### config.mk
export PLATFORM = sky130hd
export DESIGN_NAME = pdp_mem_arbiter
export DESIGN_NICKNAME = d
export VERILOG_FILES = /design/src/rtl/pdp_mem_arbiter.sv
export SDC_FILE = /design/constraint.sdc
export NUM_CORES = 1
export LEC_CHECK = 0
export ABC_CLOCK_PERIOD_IN_PS = 4500
export CORE_UTILIZATION = 31
export DETAILED_ROUTE_END_ITERATION = 8
export SLEW_MARGIN = 40
export SYNTH_ARGS = -nofsm -noshare
export SYNTH_HDL_FRONTEND = slang
export SYNTH_SLANG_ARGS = --single-unit
### constraint.sdc
create_clock -name clock -period 4.5 [get_ports clock]
set_input_delay 0.9 -clock clock [delete_from_list [all_inputs] [get_ports clock]]
set_output_delay 0.9 -clock clock [all_outputs]
set_load 0.1 [all_outputs]
### src/rtl/pdp_mem_arbiter.sv
// Two-requester (fetch / write-back) arbiter in front of a single shared memory port.
// Optional fetch starvation guard enabled by defining IF_STARVE_GUARD_EN.
module pdp_mem_arbiter #(
    parameter int ADDR_W       = 16,
    parameter int DATA_W       = 16,
    parameter int STARVE_LIMIT = 4
) (
    input  logic              clock,
    input  logic              reset_n,
    input  logic              if_req,
    input  logic [ADDR_W-1:0] if_addr,
    output logic              if_gnt,
    output logic              if_done,
    output logic [DATA_W-1:0] if_rdata,
    input  logic              wb_req,
    input  logic              wb_we,
    input  logic [ADDR_W-1:0] wb_addr,
    input  logic [DATA_W-1:0] wb_wdata,
    output logic              wb_gnt,
    output logic              wb_done,
    output logic [DATA_W-1:0] wb_rdata,
    output logic              mem_req,
    output logic              mem_we,
    output logic [ADDR_W-1:0] mem_addr,
    output logic [DATA_W-1:0] mem_wdata,
    input  logic [DATA_W-1:0] mem_rdata,
    input  logic              mem_ack,
    output logic              busy
);

    localparam logic [1:0] S_IDLE    = 2'd0;
    localparam logic [1:0] S_BUSY_IF = 2'd1;
    localparam logic [1:0] S_BUSY_WB = 2'd2;
    localparam logic [1:0] S_DONE    = 2'd3;

    logic [1:0]        state_q, state_d;
    logic              mem_req_q, mem_req_d;
    logic              mem_we_q, mem_we_d;
    logic [ADDR_W-1:0] mem_addr_q, mem_addr_d;
    logic [DATA_W-1:0] mem_wdata_q, mem_wdata_d;
    logic              if_gnt_q, if_gnt_d;
    logic              wb_gnt_q, wb_gnt_d;
    logic              if_done_q, if_done_d;
    logic              wb_done_q, wb_done_d;
    logic [DATA_W-1:0] if_rdata_q, if_rdata_d;
    logic [DATA_W-1:0] wb_rdata_q, wb_rdata_d;
    logic              busy_q, busy_d;
    logic              pick_if;
    logic              starve_hit;
    logic              arb_now;

    assign arb_now = (state_q == S_IDLE) && (if_req || wb_req);

`ifdef IF_STARVE_GUARD_EN
    localparam int CNT_W = $clog2(STARVE_LIMIT + 1);

    logic [CNT_W-1:0] starve_q, starve_d;

    assign starve_hit = (starve_q == CNT_W'(STARVE_LIMIT));

    // Counts wb wins that happened while fetch was waiting; saturates at the limit.
    always_comb begin
        starve_d = starve_q;
        if (arb_now) begin
            if (pick_if || !if_req)
                starve_d = '0;
            else if (!starve_hit)
                starve_d = starve_q + CNT_W'(1);
        end
    end

    always_ff @(posedge clock or negedge reset_n) begin
        if (!reset_n) starve_q <= '0;
        else          starve_q <= starve_d;
    end
`else
    assign starve_hit = 1'b0;
`endif

    always_comb begin
        state_d     = state_q;
        mem_req_d   = mem_req_q;
        mem_we_d    = mem_we_q;
        mem_addr_d  = mem_addr_q;
        mem_wdata_d = mem_wdata_q;
        if_gnt_d    = 1'b0;
        wb_gnt_d    = 1'b0;
        if_done_d   = 1'b0;
        wb_done_d   = 1'b0;
        if_rdata_d  = if_rdata_q;
        wb_rdata_d  = wb_rdata_q;
        pick_if     = if_req && (!wb_req || starve_hit);
        case (state_q)
            S_IDLE: begin
                if (arb_now) begin
                    mem_req_d = 1'b1;
                    if (pick_if) begin
                        state_d     = S_BUSY_IF;
                        if_gnt_d    = 1'b1;
                        mem_we_d    = 1'b0;
                        mem_addr_d  = if_addr;
                        mem_wdata_d = '0;
                    end else begin
                        state_d     = S_BUSY_WB;
                        wb_gnt_d    = 1'b1;
                        mem_we_d    = wb_we;
                        mem_addr_d  = wb_addr;
                        mem_wdata_d = wb_wdata;
                    end
                end
            end
            S_BUSY_IF: begin
                if (mem_ack) begin
                    if_rdata_d = mem_rdata;
                    if_done_d  = 1'b1;
                    mem_req_d  = 1'b0;
                    state_d    = S_DONE;
                end
            end
            S_BUSY_WB: begin
                if (mem_ack) begin
                    // Write completions leave the last read data untouched.
                    if (!mem_we_q) wb_rdata_d = mem_rdata;
                    wb_done_d = 1'b1;
                    mem_req_d = 1'b0;
                    mem_we_d  = 1'b0;
                    state_d   = S_DONE;
                end
            end
            default: state_d = S_IDLE;
        endcase
        busy_d = (state_d != S_IDLE);
    end

    always_ff @(posedge clock or negedge reset_n) begin
        if (!reset_n) begin
            state_q     <= S_IDLE;
            mem_req_q   <= 1'b0;
            mem_we_q    <= 1'b0;
            mem_addr_q  <= '0;
            mem_wdata_q <= '0;
            if_gnt_q    <= 1'b0;
            wb_gnt_q    <= 1'b0;
            if_done_q   <= 1'b0;
            wb_done_q   <= 1'b0;
            if_rdata_q  <= '0;
            wb_rdata_q  <= '0;
            busy_q      <= 1'b0;
        end else begin
            state_q     <= state_d;
            mem_req_q   <= mem_req_d;
            mem_we_q    <= mem_we_d;
            mem_addr_q  <= mem_addr_d;
            mem_wdata_q <= mem_wdata_d;
            if_gnt_q    <= if_gnt_d;
            wb_gnt_q    <= wb_gnt_d;
            if_done_q   <= if_done_d;
            wb_done_q   <= wb_done_d;
            if_rdata_q  <= if_rdata_d;
            wb_rdata_q  <= wb_rdata_d;
            busy_q      <= busy_d;
        end
    end

    assign mem_req   = mem_req_q;
    assign mem_we    = mem_we_q;
    assign mem_addr  = mem_addr_q;
    assign mem_wdata = mem_wdata_q;
    assign if_gnt    = if_gnt_q;
    assign wb_gnt    = wb_gnt_q;
    assign if_done   = if_done_q;
    assign wb_done   = wb_done_q;
    assign if_rdata  = if_rdata_q;
    assign wb_rdata  = wb_rdata_q;
    assign busy      = busy_q;

endmodule

==> results.ini, run 1 <==
[synth]
synth_simple_gate_area_share_pct = 4.36
synth_most_common_cell = sky130_fd_sc_hd__dfrtp_1
synth_compound_area_share_pct = 10.2
ys.flop_type = sky130_fd_sc_hd__dfrtp_1
synth.cells.most_frequent = sky130_fd_sc_hd__dfrtp_1, sky130_fd_sc_hd__mux2_2, sky130_fd_sc_hd__o21ai_0
synthesis.instances = 215
syn-num-nets = 289
async_flop_share_pct = 100
synth.lib_cells_used.distinct = 26
ys_seq_area_share_pct = 61.3
yosys.area.top_type = sky130_fd_sc_hd__dfrtp_1
synth.top_cells.by_area = sky130_fd_sc_hd__dfrtp_1, sky130_fd_sc_hd__mux2_2, sky130_fd_sc_hd__mux2i_1, sky130_fd_sc_hd__a32o_1, sky130_fd_sc_hd__mux2_4
mean_syn_cell_area_um2 = 13.9
largest_family_of_logic_cells_by_synthesized_area = multiplexers
synth_mux_area_share_pct = 19.1
netlist_area_um2 = 2980
yosysWarnings = 0
synth_enable_flop_cells = 0
ys_ff_latch = 73
area_fraction_of_the_dominant_cell_type_after_synthesis_pct = 61.3
post_synth_xor_area_fraction_pct = 0
post_synth_fa_ha_maj_area_fraction_pct = 1.68

[worst_setup_path]
critPathArrivalTime_ns = 2.44
timing.critical_path.to = if_rdata[8]
max_stage_delay_ns = 0.62
critical_path_class = input pin to flip-flop
reg2reg_to = mem_addr[10]
worst-path-stages = 3
path_buf_inv = 1
worst-r2r-cell-count = 5
setup.worst_path.end_class = flip-flop
cp-startpoint = mem_ack
path_cells = clkdlybuf4s50_1, nand2_1, mux2_2
cp_max_fo = 17
worstReg2RegStart = state_q[0]
timing.critical_path.required_ns = 4.71
cp-start-kind = input pin
critical_path.slowest_cell = sky130_fd_sc_hd__nand2_1
ff2ff_setup_slack_ns = 2.71
worst_path_dominant_cell_family = simple AND/OR/NAND/NOR gates

[clocking]
cts_made_buffers = 9
clock_latency_ns = 0.33
clk_pin_slew_ns = 0.07
clk_root_buffer_cell = sky130_fd_sc_hd__clkbuf_8
cts_hold_repair.buffers = 0
clock-sinks = 73
cts_tree = yes
cts-resized-gates = 0
post_cts.repair.setup_buffers = 0
cts_max_path_buffers = 2
cts.htree.levels = 3

[timing]
final-setup-viol-count = 0
drv_slew = 0
highest_clock_rate_ghz = 0.447
timing.setup.tns_ns = 0
final.setup_skew_ns = 0.00794
hold_viol_final = 0
maxSlewHeadroom_pct = 49.0
worst_pin_slew_ns = 0.763
share_of_the_cycle_needed_by_the_critical_path_after_routing_pct = 49.7
unrepaired_setup_endpoints_after_global_routing = false
period_minus_slack_ns = 2.24

[run]
max_cap_viol_count = 0

[grt]
grt_first_pass_wirelength_um = 10500
grt_pass1_vias = 2123
largest_net_degree_at_the_start_of_global_routing = 74
antenna_violations_before_repair = 0
grt_overflow_total = 0
grt_use_total_pct = 13.7

[placed_design]
cell_area_after_placement_um2 = 4150
io_buffer_count = 140
place_congestion = 0.694
post-dp-hpwl_um = 4780

[drt]
postRouteWirelength_um = 6720
ant_nets = 0
route.detailed.wl_per_inst_um = 13.7
detailroute.via_count = 2188
first_iter_violations = 50
drt_first_pass_iters = 4
post-route-drc-count = 0
avgViaCountPerCell = 4.47

[finish]
areaGrowthSynthToFinish_pct = 44.7
layout.cell_area.non_filler_um2 = 4310
final_nets = 429
fin_util_pct = 46.5
drive_gt1_share_pct = 34.7
filler_cell_count = 892
n_antenna_cell = 0

[floorplan]
die_x_um = 100
top_level_ports = 141
start_util_pct = 32.1
core.rowCount = 35
dieArea_um2 = 10000
design.core.area_um2 = 9280
dieHeight_um = 100

[status]
run_status = finished, final reports clean

[hold_path]
hold_path.class = flip-flop to flip-flop

==> how the worst min path moves through the flow <==
stage	endpoint	depth (start not counted)	slack (ns)	from
6_report	mem_addr[0]	2	0.48	mem_addr[0]
5_1_grt	mem_wdata[7]	1	0.50	mem_wdata[7]
4_1_cts	mem_addr[0]	2	0.48	mem_addr[0]
3_5_place_dp	mem_addr[0]	2	0.47	mem_addr[0]
3_3_place_gp	mem_addr[2]	2	0.46	mem_addr[2]
2_1_floorplan	busy	0	0.60	reset_n
==> per-layer routing <==
metal	track usage [%]	share of wire [%]	wire length (um)
met1	18.3	47	3160
met2	20.8	45	3050
met3	3.83	6.5	435
met4	6.02	1.0	68
met5	0	0	0
==> cell type report <==
class	instances	area [um^2]	share of cell area (%)
flip-flops and latches	73	1830	42.3
repair buffers	143	1080	25.0
multi-input cells	124	1070	24.8
well taps	129	161	3.74
clock buffers	11	131	3.05
clock inverters	5	32.5	0.754
inverters	4	15.0	0.348
==> cells in the final DEF, fill, tap and decap left out, drive strengths merged <==
master | synthesis | final
buf | 11 | 75
dfrtp | 73 | 73
clkdlybuf4s50 | 0 | 68
mux2 | 32 | 32
o21ai | 22 | 22
nand2 | 17 | 17
mux2i | 17 | 17
a32o | 16 | 16
clkbuf | 3 | 11
clkinv | 0 | 5
inv | 4 | 4
ha | 4 | 4
nor2 | 3 | 3
nand2b | 3 | 3
o31ai | 2 | 2
and2 | 2 | 2
nor2b | 1 | 1
a21oi | 1 | 1
o31a | 1 | 1
a31oi | 1 | 1
nor3b | 1 | 1
nand3b | 1 | 1
==> tightest hold or removal path, cell delays in order, from the launching register on <==
cell	delay, ns
sky130_fd_sc_hd__dfrtp_1	0.34
sky130_fd_sc_hd__nand2_1	0.04
sky130_fd_sc_hd__o21ai_0	0.06
==> registers in the layout (all words and copies together), names as in the netlist <==
| register | flops |
|---|---|
| busy | 1 |
| if_done | 1 |
| if_gnt | 1 |
| if_rdata | 16 |
| mem_addr | 16 |
| mem_req | 1 |
| mem_wdata | 16 |
| mem_we | 1 |
| state_q | 2 |
| wb_done | 1 |
| wb_gnt | 1 |
| wb_rdata | 16 |
==> cell families after synthesis <==
family                   count (synthesis)
AO/OA/AOI/OAI                           43
AND/OR/NAND/NOR                         28
adder cells (fa/ha/maj)                  4
flip-flops                              73
multiplexers                            49
buffers and inverters                   18
==> stage by stage <==
step	std cells	hold slack, ns	setup slack [ns]
after floorplan	215	0.604	2.68
after global placement	472	0.460	1.70
after detailed placement	473	0.465	1.89
after CTS	489	0.482	2.25
after global routing	489	0.503	2.15
final	489	0.477	2.26
Power of run 1 is left out: the tool's default activity adds up to more than one toggle a clock period on the data nets, which glitch-free logic cannot reach.
==> run 2, diff against run 1 <==
--- a/config.mk
+++ b/config.mk
@@ -5,7 +5,7 @@
 export SDC_FILE = /design/constraint.sdc
 export NUM_CORES = 1
 export LEC_CHECK = 0
-export ABC_CLOCK_PERIOD_IN_PS = 4500
+export ABC_CLOCK_PERIOD_IN_PS = 2300
 export CORE_UTILIZATION = 31
 export DETAILED_ROUTE_END_ITERATION = 8
 export SLEW_MARGIN = 40
==> constraint.sdc (replaced) <==
create_clock -name clock -period 2.3 [get_ports clock]
set_input_delay 0.46 -clock clock [delete_from_list [all_inputs] [get_ports clock]]
set_output_delay 0.46 -clock clock [all_outputs]
set_load 0.1 [all_outputs]
==> results.ini, run 2 (synthesis results as in run 1) <==
[worst_setup_path]
critical_path_class = flip-flop to flip-flop
setup.worst_path.end_class = flip-flop
critical_path.slowest_cell = sky130_fd_sc_hd__dfrtp_1
cp_max_fo = 16
timing.critical_path.required_ns = 2.52
cp-start-kind = flip-flop
critPathArrivalTime_ns = 1.89
max_stage_delay_ns = 0.42
path_cells = inv_1, ha_1, and2_4, nand2b_1, buf_12, mux2_2

[clocking]
cts_max_path_buffers = 2
post_cts.repair.setup_buffers = 0
clk_root_buffer_cell = sky130_fd_sc_hd__clkbuf_8
cts_made_buffers = 9
cts.htree.levels = 3
cts-resized-gates = 0
clk_pin_slew_ns = 0.08
clock-sinks = 73
clock_latency_ns = 0.34
cts_hold_repair.buffers = 0
cts_tree = yes

[grt]
antenna_violations_before_repair = 0
grt_overflow_total = 0
grt_use_total_pct = 14.5
largest_net_degree_at_the_start_of_global_routing = 74
grt_first_pass_wirelength_um = 11400
grt_pass1_vias = 2245

[timing]
period_minus_slack_ns = 1.67
final-setup-viol-count = 0
unrepaired_setup_endpoints_after_global_routing = false
share_of_the_cycle_needed_by_the_critical_path_after_routing_pct = 72.7
drv_slew = 0
timing.setup.tns_ns = 0
worst_pin_slew_ns = 0.458
hold_viol_final = 0
highest_clock_rate_ghz = 0.598
final.setup_skew_ns = 0.0115
maxSlewHeadroom_pct = 69.4

[finish]
areaGrowthSynthToFinish_pct = 54.3
n_antenna_cell = 0
layout.cells.most_common_list = sky130_fd_sc_hd__buf_4, sky130_fd_sc_hd__dfrtp_1, sky130_fd_sc_hd__clkdlybuf4s50_1
final_nets = 433
layout.cell_area.non_filler_um2 = 4600
drive_gt1_share_pct = 35.0
layout_commonest_cell = sky130_fd_sc_hd__buf_4

[floorplan]
dieHeight_um = 100
top_level_ports = 141
start_util_pct = 32.1
design.core.area_um2 = 9280
core.rowCount = 35
dieArea_um2 = 10000
die_x_um = 100

[placed_design]
cell_area_after_placement_um2 = 4390
post-dp-hpwl_um = 4790
place_congestion = 0.696
io_buffer_count = 140

[drt]
first_iter_violations = 52
detailroute.via_count = 2220
route.detailed.wl_per_inst_um = 14.2
postRouteWirelength_um = 6990
ant_nets = 0
drt_first_pass_iters = 4
post-route-drc-count = 0
avgViaCountPerCell = 4.51

[status]
run_status = finished, final reports clean

[run]
max_cap_viol_count = 0

[hold_path]
hold_path.class = input pin to asynchronous set/reset pin

run 2: changes by cell type in the layout (fill, tap and decap cells not counted), sizes merged:
cell      previous run  this run
buf                 75        79
clkinv               5         2
clkbuf              11        10
clkinvlp             0         1
bufinv               0         2
run 2: cell type report:
cell class              instances  area (um^2)
clock buffers                  10          128
clock inverters                 5         81.3
fillers                       863         4680
inverters                       4         15.0
multi-input cells             124         1060
flip-flops and latches         73         1830
well taps                     129          161
repair buffers                147         1320
run 2: path summary, 6_finish.rpt:
check	start	to	slack, ns	cells past startpoint
setup / recovery	state_q[0]	wb_rdata[2]	0.63	6
hold / removal	reset_n	wb_rdata[11]	0.14	2
setup reg to reg	state_q[0]	wb_rdata[2]	0.63	6
hold reg to reg	mem_addr[14]	mem_addr[14]	0.48	2
max in group asynchronous	reset_n	mem_addr[14]	1.86	2
min in group clock	mem_addr[14]	mem_addr[14]	0.48	2
run 2: stage by stage:
| step | setup slack [ns] | utilization (%) | hold slack, ns | cells |
|---|---|---|---|---|
| floorplan | 0.480 | - | 0.164 | 215 |
| global placement | 0.391 | 47.3 | 0.467 | 477 |
| detailed placement | 0.356 | 47.3 | 0.474 | 477 |
| CTS | 0.607 | 49.6 | 0.122 | 492 |
| global route | 0.518 | 49.6 | 0.134 | 492 |
| finish | 0.629 | 49.6 | 0.136 | 492 |
run 2: routing by layer:
metal,track usage [%],up-vias,part of all wire [%]
met1,19.7,1062,48
met4,3.34,0,0.80
li1,-,1054,-
met5,0,-,0
met2,22.3,98,44
met3,4.81,6,7.3
run 2: critical path: cells and delay by family, from the launching register on:
family	cells	cell delay (ns)
flops	1	0.42
buf+inv	2	0.26
simple gates	2	0.28
mux	1	0.35
fa+ha+maj	1	0.24
Power of run 2 is left out for the same reason.
==> run 3, diff against run 2 <==
--- a/config.mk
+++ b/config.mk
@@ -5,9 +5,10 @@
 export SDC_FILE = /design/constraint.sdc
 export NUM_CORES = 1
 export LEC_CHECK = 0
-export ABC_CLOCK_PERIOD_IN_PS = 2300
+export ABC_CLOCK_PERIOD_IN_PS = 1500
 export CORE_UTILIZATION = 31
 export DETAILED_ROUTE_END_ITERATION = 8
+export PLACE_DENSITY = 0.66
 export SLEW_MARGIN = 40
 export SYNTH_ARGS = -nofsm -noshare
 export SYNTH_HDL_FRONTEND = slang
==> constraint.sdc (replaced) <==
create_clock -name clock -period 1.5 [get_ports clock]
set_input_delay 0.3 -clock clock [delete_from_list [all_inputs] [get_ports clock]]
set_output_delay 0.3 -clock clock [all_outputs]
set_load 0.1 [all_outputs]
==> results.ini, run 3 (synthesis results as in run 1) <==
[finish]
multi_input_comb_area_um2 = 1080
drive_gt1_share_pct = 39.5
final_nets = 449
areaGrowthSynthToFinish_pct = 88.4
final-instance-count-excl-fill = 509
n_antenna_cell = 0
layout_commonest_cell = sky130_fd_sc_hd__buf_12
final-seq-area_um2 = 1830
filler_cell_count = 739
layout.cells.most_common_list = sky130_fd_sc_hd__buf_12, sky130_fd_sc_hd__dfrtp_1, sky130_fd_sc_hd__clkdlybuf4s50_1

[timing]
highest_clock_rate_ghz = 0.689
smallest_setup_slack_after_layout_ns = 0.0481
worst_hold_slack_ns = 0.521
period_minus_slack_ns = 1.45
hold_viol_final = 0
timing.setup.tns_ns = 0
share_of_the_cycle_needed_by_the_critical_path_after_routing_pct = 96.8
maxSlewHeadroom_pct = 73.7
final.setup_skew_ns = 0.00467
worst_pin_slew_ns = 0.395
final-setup-viol-count = 0
drv_slew = 0
unrepaired_setup_endpoints_after_global_routing = true

[worst_setup_path]
timing.critical_path.required_ns = 1.72
cp-start-kind = flip-flop
cp_max_fo = 4
setup.worst_path.end_class = flip-flop
reg2reg_to = wb_rdata[6]
worst-r2r-cell-count = 6
worstReg2RegStart = state_q[0]
critical_path.slowest_cell = sky130_fd_sc_hd__dfrtp_1
cp-startpoint = state_q[0]
critPathArrivalTime_ns = 1.68
timing.critical_path.to = wb_rdata[6]
max_stage_delay_ns = 0.40
critical_path_class = flip-flop to flip-flop
path_cells = inv_2, ha_2, and2_4, nand2b_4, buf_4, mux2_4
ff2ff_setup_slack_ns = 0.05

[placed_design]
post-place-ws_ns = -0.181
place_congestion = 0.672
io_buffer_count = 140
number_of_cells_after_detailed_placement = 489
post-dp-hpwl_um = 5600

[floorplan]
dieArea_um2 = 10000
start_util_pct = 32.1
top_level_ports = 141
design.core.area_um2 = 9280
dieHeight_um = 100
die_x_um = 100
core.rowCount = 35

[hold_path]
hold_path.class = input pin to asynchronous set/reset pin

[clocking]
cts_tree = yes
clock_latency_ns = 0.34
clk_root_buffer_cell = sky130_fd_sc_hd__clkbuf_8
cts.htree.levels = 3
cts_made_buffers = 9
cts_max_path_buffers = 2
clock-sinks = 73
clk_pin_slew_ns = 0.08

[drt]
post-route-drc-count = 0
avgViaCountPerCell = 4.65
postRouteWirelength_um = 7660
ant_nets = 0
drt_first_pass_iters = 4
detailroute.via_count = 2365
route.detailed.wl_per_inst_um = 15.0
first_iter_violations = 62

[status]
run_status = finished, final reports clean

[grt]
grt_first_pass_wirelength_um = 12500
grt_pass1_vias = 2513
largest_net_degree_at_the_start_of_global_routing = 74
grt_use_total_pct = 16.1
antenna_violations_before_repair = 0
grt_overflow_total = 0

[run]
max_cap_viol_count = 0

==> run 3: layout make-up <==
class / instances / share of cell area [%]
repair buffers: 163 / 42.0
flip-flops and latches: 73 / 32.5
multi-input cells: 124 / 19.3
clock inverters: 6 / 0.780
well taps: 129 / 2.87
clock buffers: 10 / 2.27
inverters: 4 / 0.267
==> run 3: per-layer routing <==
layer  vias up  global-route usage [%]  routed length (um)
met1      1160                    20.2                3370
li1       1086                       -                   -
met4         0                    7.13                 158
met2       104                    26.1                3600
met5         -                       0                   0
met3        15                    4.53                 533
==> run 3: worst max-delay path: cells and delay by family (launching register included) <==
kind | cells | cell delay (ns)
buf+inv | 2 | 0.23
fa+ha+maj | 1 | 0.18
flops | 1 | 0.40
mux | 1 | 0.29
simple gates | 2 | 0.23
==> run 3: timing repair <==
item / CTS / global route
cloned: 0 / 2
setup buffers: 1 / 0
pin swaps: 0 / 2
setup endpoints to repair: 14 / 42
endpoints found under the hold margin: 73 / 0
resized for setup: 1 / 8
hold buffers: 1 / 0
==> run 3: how the worst min path moves through the flow <==
stage | start | to | slack, ns | cells past startpoint
5_1_grt | reset_n | wb_rdata[14] | 0.57 | 3
4_1_cts | reset_n | wb_rdata[14] | 0.52 | 3
2_1_floorplan | reset_n | busy | 0.004 | 0
3_3_place_gp | reset_n | wb_rdata[14] | 0.34 | 2
6_report | reset_n | wb_rdata[14] | 0.52 | 3
3_5_place_dp | reset_n | wb_rdata[14] | 0.35 | 2
==> run 3: per-stage QoR <==
| step | cell area, um^2 | util (%) |
|---|---|---|
| 6_report | 5620 | 60.5 |
| 3_5_place_dp | 5370 | 57.9 |
| 5_1_grt | 5620 | 60.5 |
| 2_1_floorplan | 2990 | - |
| 4_1_cts | 5570 | 60.0 |
| 3_3_place_gp | 5370 | 57.9 |
Power of run 3 is left out for the same reason.
